===== src/rtl/render_compositor.sv =====
// rtl/render_compositor.sv - two-stage per-pixel object hit compositor with priority merge
module render_compositor #(
    parameter int OBJS        = 4,
    parameter int SETS        = 2,
    parameter int FB_WIDTH    = 640,
    parameter int SCALE_SHIFT = 1,
    parameter int ADDR_W      = 19
) (
    input  logic                   clk_in,
    input  logic                   rst_in,
    input  logic                   valid_in,
    output logic                   ready_out,
    input  logic [10:0]            hcount_in,
    input  logic [9:0]             vcount_in,
    input  logic [OBJS-1:0]        obj_en,
    input  logic [OBJS-1:0]        is_static,
    input  logic [OBJS-1:0][10:0]  x1,
    input  logic [OBJS-1:0][10:0]  x2,
    input  logic [OBJS-1:0][9:0]   y1,
    input  logic [OBJS-1:0][9:0]   y2,
    input  logic                   flush_in,
    output logic                   valid_out,
    input  logic                   ready_in,
    output logic [1:0]             color_bits,
    output logic [ADDR_W-1:0]      write_address
);

    localparam int SW = (SETS > 1) ? $clog2(SETS) : 1;
    localparam logic [SW-1:0] LAST_SET = SW'(SETS - 1);

    logic [SW-1:0]     set_cnt;
    logic              accept;
    logic [OBJS-1:0]   hit;
    logic [ADDR_W-1:0] addr_now;

    logic              s1_valid;
    logic [OBJS-1:0]   s1_hit;
    logic [OBJS-1:0]   s1_static;
    logic [SW-1:0]     s1_set;
    logic [ADDR_W-1:0] s1_addr;

    logic              acc_found;
    logic              acc_static;
    logic [ADDR_W-1:0] acc_addr;
    logic              s2_done;
    logic              mrg_found;
    logic              mrg_static;

    always_comb begin
        ready_out = !(valid_out && !ready_in);
        accept    = valid_in && ready_out && !flush_in;
        addr_now  = ADDR_W'(hcount_in >> SCALE_SHIFT)
                  + ADDR_W'(FB_WIDTH) * ADDR_W'(vcount_in >> SCALE_SHIFT);
        for (int i = 0; i < OBJS; i++) begin
            hit[i] = obj_en[i] && (x1[i] <= hcount_in) && (hcount_in <= x2[i])
                               && (y1[i] <= vcount_in) && (vcount_in <= y2[i]);
        end
    end

    // A set-0 beat starts from an empty accumulator; an existing winner is never displaced.
    always_comb begin
        mrg_found  = (s1_set == '0) ? 1'b0 : acc_found;
        mrg_static = (s1_set == '0) ? 1'b0 : acc_static;
        if (!mrg_found) begin
            for (int i = OBJS - 1; i >= 0; i--) begin
                if (s1_hit[i]) begin
                    mrg_found  = 1'b1;
                    mrg_static = s1_static[i];
                end
            end
        end
    end

    always_ff @(posedge clk_in or posedge rst_in) begin
        if (rst_in) begin
            set_cnt   <= '0;
            s1_valid  <= 1'b0;
            s1_hit    <= '0;
            s1_static <= '0;
            s1_set    <= '0;
            s1_addr   <= '0;
        end else if (flush_in) begin
            set_cnt  <= '0;
            s1_valid <= 1'b0;
        end else if (ready_out) begin
            s1_valid <= accept;
            if (accept) begin
                s1_hit    <= hit;
                s1_static <= is_static;
                s1_set    <= set_cnt;
                if (set_cnt == '0) s1_addr <= addr_now;
                set_cnt <= (set_cnt == LAST_SET) ? '0 : set_cnt + SW'(1);
            end
        end
    end

    always_ff @(posedge clk_in or posedge rst_in) begin
        if (rst_in) begin
            acc_found  <= 1'b0;
            acc_static <= 1'b0;
            acc_addr   <= '0;
            s2_done    <= 1'b0;
        end else if (flush_in) begin
            acc_found  <= 1'b0;
            acc_static <= 1'b0;
            s2_done    <= 1'b0;
        end else if (ready_out) begin
            s2_done <= s1_valid && (s1_set == LAST_SET);
            if (s1_valid) begin
                acc_found  <= mrg_found;
                acc_static <= mrg_static;
                if (s1_set == '0) acc_addr <= s1_addr;
            end
        end
    end

    // ready_out high means the output register is empty or draining this edge.
    always_ff @(posedge clk_in or posedge rst_in) begin
        if (rst_in) begin
            valid_out     <= 1'b0;
            color_bits    <= 2'b00;
            write_address <= '0;
        end else if (s2_done && ready_out && !flush_in) begin
            valid_out     <= 1'b1;
            color_bits    <= acc_found ? (acc_static ? 2'b10 : 2'b01) : 2'b11;
            write_address <= acc_addr;
        end else if (valid_out && ready_in) begin
            valid_out <= 1'b0;
        end
    end

endmodule


===== config.mk =====
export PLATFORM = sky130hd
export DESIGN_NAME = render_compositor
export DESIGN_NICKNAME = d
export VERILOG_FILES = /design/src/rtl/render_compositor.sv
export SDC_FILE = /design/constraint.sdc
export NUM_CORES = 1
export LEC_CHECK = 0
export BUFFER_PORTS_ARGS = -buffer_cell sky130_fd_sc_hd__buf_2
export CAP_MARGIN = 40
export CORE_ASPECT_RATIO = 1.75
export CORE_MARGIN = 2
export CORE_UTILIZATION = 42
export DETAILED_ROUTE_END_ITERATION = 6
export PLACE_DENSITY_LB_ADDON = 0.08
export REMOVE_ABC_BUFFERS = 1
export SETUP_SLACK_MARGIN = 0.05
export SLEW_MARGIN = 30
export SYNTH_ARGS = -nofsm -noshare
export SYNTH_HDL_FRONTEND = slang
export SYNTH_SLANG_ARGS = --single-unit

===== constraint.sdc =====
create_clock -name clk_in -period 3.3 [get_ports clk_in]
set_input_delay 0.66 -clock clk_in [delete_from_list [all_inputs] [get_ports clk_in]]
set_output_delay 0.66 -clock clk_in [all_outputs]
set_load 0.02 [all_outputs]

==> run_results.csv <==
group,metric,value,unit
run_status,outcome,"finished clean",
synthesis,ys_top_cells_by_area,"ha_1 (31%), dfrtp_1 (25%), inv_1 (5.8%), mux2_2 (5.7%), a21oi_1 (4.0%)",
sta,slew_violations,0,
worst_setup_path,path_max_fanout,3,
place,placed_cell_area,8925,µm²
clock_network,clockBufferDepth,2,
sta,worst_slack,0.4684,ns
grt,track_usage,21.62,%
sta,min_period,2.832,ns
route,drt_iter0_markers,105,
clock_network,cts_resized,0,
floorplan,fp.dieArea,18920,µm²
worst_setup_path,endpoint_kind,"flip-flop",
final_layout,fill_cells,1779,
synthesis,synthTopCellsByCount,"ha_1 (185), inv_1 (116), dfrtp_1 (74)",
floorplan,die_h,180.4,µm
clock_network,cts_tree,"yes",
power,seqPwrFrac,35.5,%
power,combPwrFrac,35.4,%
floorplan,start_util,42.80,%
worst_setup_path,cp.required,3.51,ns
worst_setup_path,cp-start-kind,"primary input",
power,p_per_area,390.3,nW/µm²
worst_setup_path,worstSetupPathType,"primary input to flip-flop",
grt,grt_max_degree,36,
clock_network,clk_pin_slew,0.06,ns
synthesis,syn_area_per_cell,9.035,µm²
synthesis,synth_most_common_cell,"ha_1",
synthesis,synthFlopType,"dfrtp_1",
synthesis,yosysWarnings,0,
worst_setup_path,cp_common_cell,"ha_1",
synthesis,ys_async_sr_fraction,100.0,%
clock_network,post-cts-setup-buffers,0,
synthesis,ys_seq_area_share,24.78,%
synthesis,ys_seq_elements,74,
sta,max_freq,353.2,MHz
final_layout,post-route-util,53.20,%
worst_setup_path,slowest_stage,"fa_1",
clock_network,ctsHoldBuffers,0,
sta,tightest_slew,0.5065,ns
synthesis,synthCells,827,
floorplan,row_count,64,
floorplan,ios,225,
place,place_ws,0.1382,ns
route,wl,20000,µm
floorplan,fp.dieW,104.8,µm
power,p_sw,1.154,mW
worst_setup_path,crit_arrival,3.04,ns
power,p_leak,5.103,nW
clock_network,numCtsBuffers,9,
power,netSwitchingFraction,31.84,%
route,drc_errors,0,
power,p_total,3.625,mW
grt,grt_pass1_vias,7004,
clock_network,cts.sinks,74,
place,gp_congestion,0.8788,
floorplan,coreArea,17460,µm²
grt,grt.overflow.total,0,
grt,antenna_found_initial,5,
synthesis,synthesis.area,7472,µm²
sta,tns,0,ns
worst_setup_path,path_cells,"buf_2, ha_1, ha_1, fa_1, a211oi_2, nor3b_1, o31a_1, o21bai_4, o211a_1, a211o_1",
place,hpwl,17750,µm
sta,hold_ws,0.1942,ns
min_path,hp-class,"primary input to asynchronous set/reset pin",
sta,post-route-period-util,85.81,%
route,dr.pass1.iters,4,
place,dpl.cell_count,1286,
sta,rsz0062_at_grt,"false",
clock_network,cts_max_level,3,
worst_setup_path,r2r_setup_slack,1.44,ns
sta,finClkSkew,0.007386,ns
synthesis,yosysTopAreaCell,"ha_1",
final_layout,final_cell_area,9288,µm²
final_layout,nets,1456,
worst_setup_path,cp-startpoint,"vcount_in[2]",
synthesis,synth_top_area_share,30.98,%
place,portBuffers,224,
synthesis,synth_edf_count,0,
clock_network,cts_root_buf,"clkbuf_16",
route,via_per_inst,5.226,
power,intPower,2.471,mW
final_layout,drive_gt1_share,28.54,%
synthesis,ys_types,65,
worst_setup_path,cp_slowest_stage_delay,0.43,ns
route,wl_per_cell,15.29,µm
grt,grt_pass1_wl,32690,µm
clock_network,worstSkewPairLatency,0.33,ns
power,peakVddDrop,0.3579,mV
route,ant_nets,0,
final_layout,synthToLayoutAreaGrowth,24.30,%
power,clkPwrFrac,29.1,%
worst_setup_path,r2r-start,"valid_out",
sta,setup_viol,0,
final_layout,layoutNonFillerInstCount,1308,
route,num_vias,6836,
job,max_cap_viol_count,0,
sta,timing_hold_violations_final,0,
sta,relSlewSlack,65.36,%
[critical path, delay by kind of cell]
family                   cells  cell delay, ns
AO/OA/AOI/OAI                5            1.20
adder cells (fa/ha/maj)      3            0.97
buffers and inverters        1            0.11
AND/OR/NAND/NOR              1            0.10
[power groups by stage]
stage	clock network (mW)	logic, mW	registers, mW
after CTS	1.08	1.30	1.29
after global placement	0	1.28	1.30
after detailed placement	0	1.29	1.31
final	1.05	1.28	1.29
after global routing	1.12	1.45	1.33
after floorplan	0	0.755	1.38
[final timing paths]
kind                                      to  cells after the start
max                              s1_addr[17]                     10
min                               acc_static                      2
max reg2reg                      s1_addr[17]                      6
min reg2reg                    color_bits[0]                      1
max in group asynchronous  write_address[17]                      4
min in group clk_in            color_bits[0]                      1
[cells in the final DEF (no fill, tap or decap), drive strengths merged, types with 6 or more instances in the layout]
cell | Yosys | final
nand4 | 36 | 36
xor2 | 6 | 6
buf | 4 | 237
o21ai | 46 | 46
nand3b | 10 | 10
nor2 | 50 | 50
xnor2 | 6 | 6
clkbuf | 4 | 12
nand2 | 62 | 62
inv | 117 | 117
a211oi | 16 | 16
a21o | 12 | 12
dfrtp | 74 | 74
ha | 185 | 185
mux2 | 38 | 38
nand3 | 21 | 21
a21oi | 59 | 59
nor3 | 11 | 11
[sequential cells by signal (all words and copies together) (netlist names), 2 cells and up]
signal / flops
acc_addr: 19
s1_hit: 4
s1_addr: 19
write_address: 19
s1_static: 4
color_bits: 2
[layout make-up]
type,instances,area [µm²],share of cell area [%]
multi-input cells,628,5134,55.27
flip-flops and latches,74,1852,19.94
diodes,5,12.51,0.1347
clock inverters,4,73.82,0.7948
repair buffers,237,1231,13.26
well taps,231,289.0,3.112
clock buffers,12,256.5,2.762
inverters,117,439.2,4.729
[logic make-up after synthesis]
family,synth area share [%]
AO/OA/AOI/OAI,15.66
XOR/XNOR,1.507
adder cells (fa/ha/maj),31.51
buffers and inverters,6.514
flip-flops,24.78
multiplexers,5.861
AND/OR/NAND/NOR,14.17
[per-layer routing]
metal	routed length (µm)	GRT usage, %
met3	974	3.580
met1	7276	22.08
met4	655	9.387
met5	0	0
met2	11090	42.13
No activity file was read; power rests on OpenSTA's default activity.
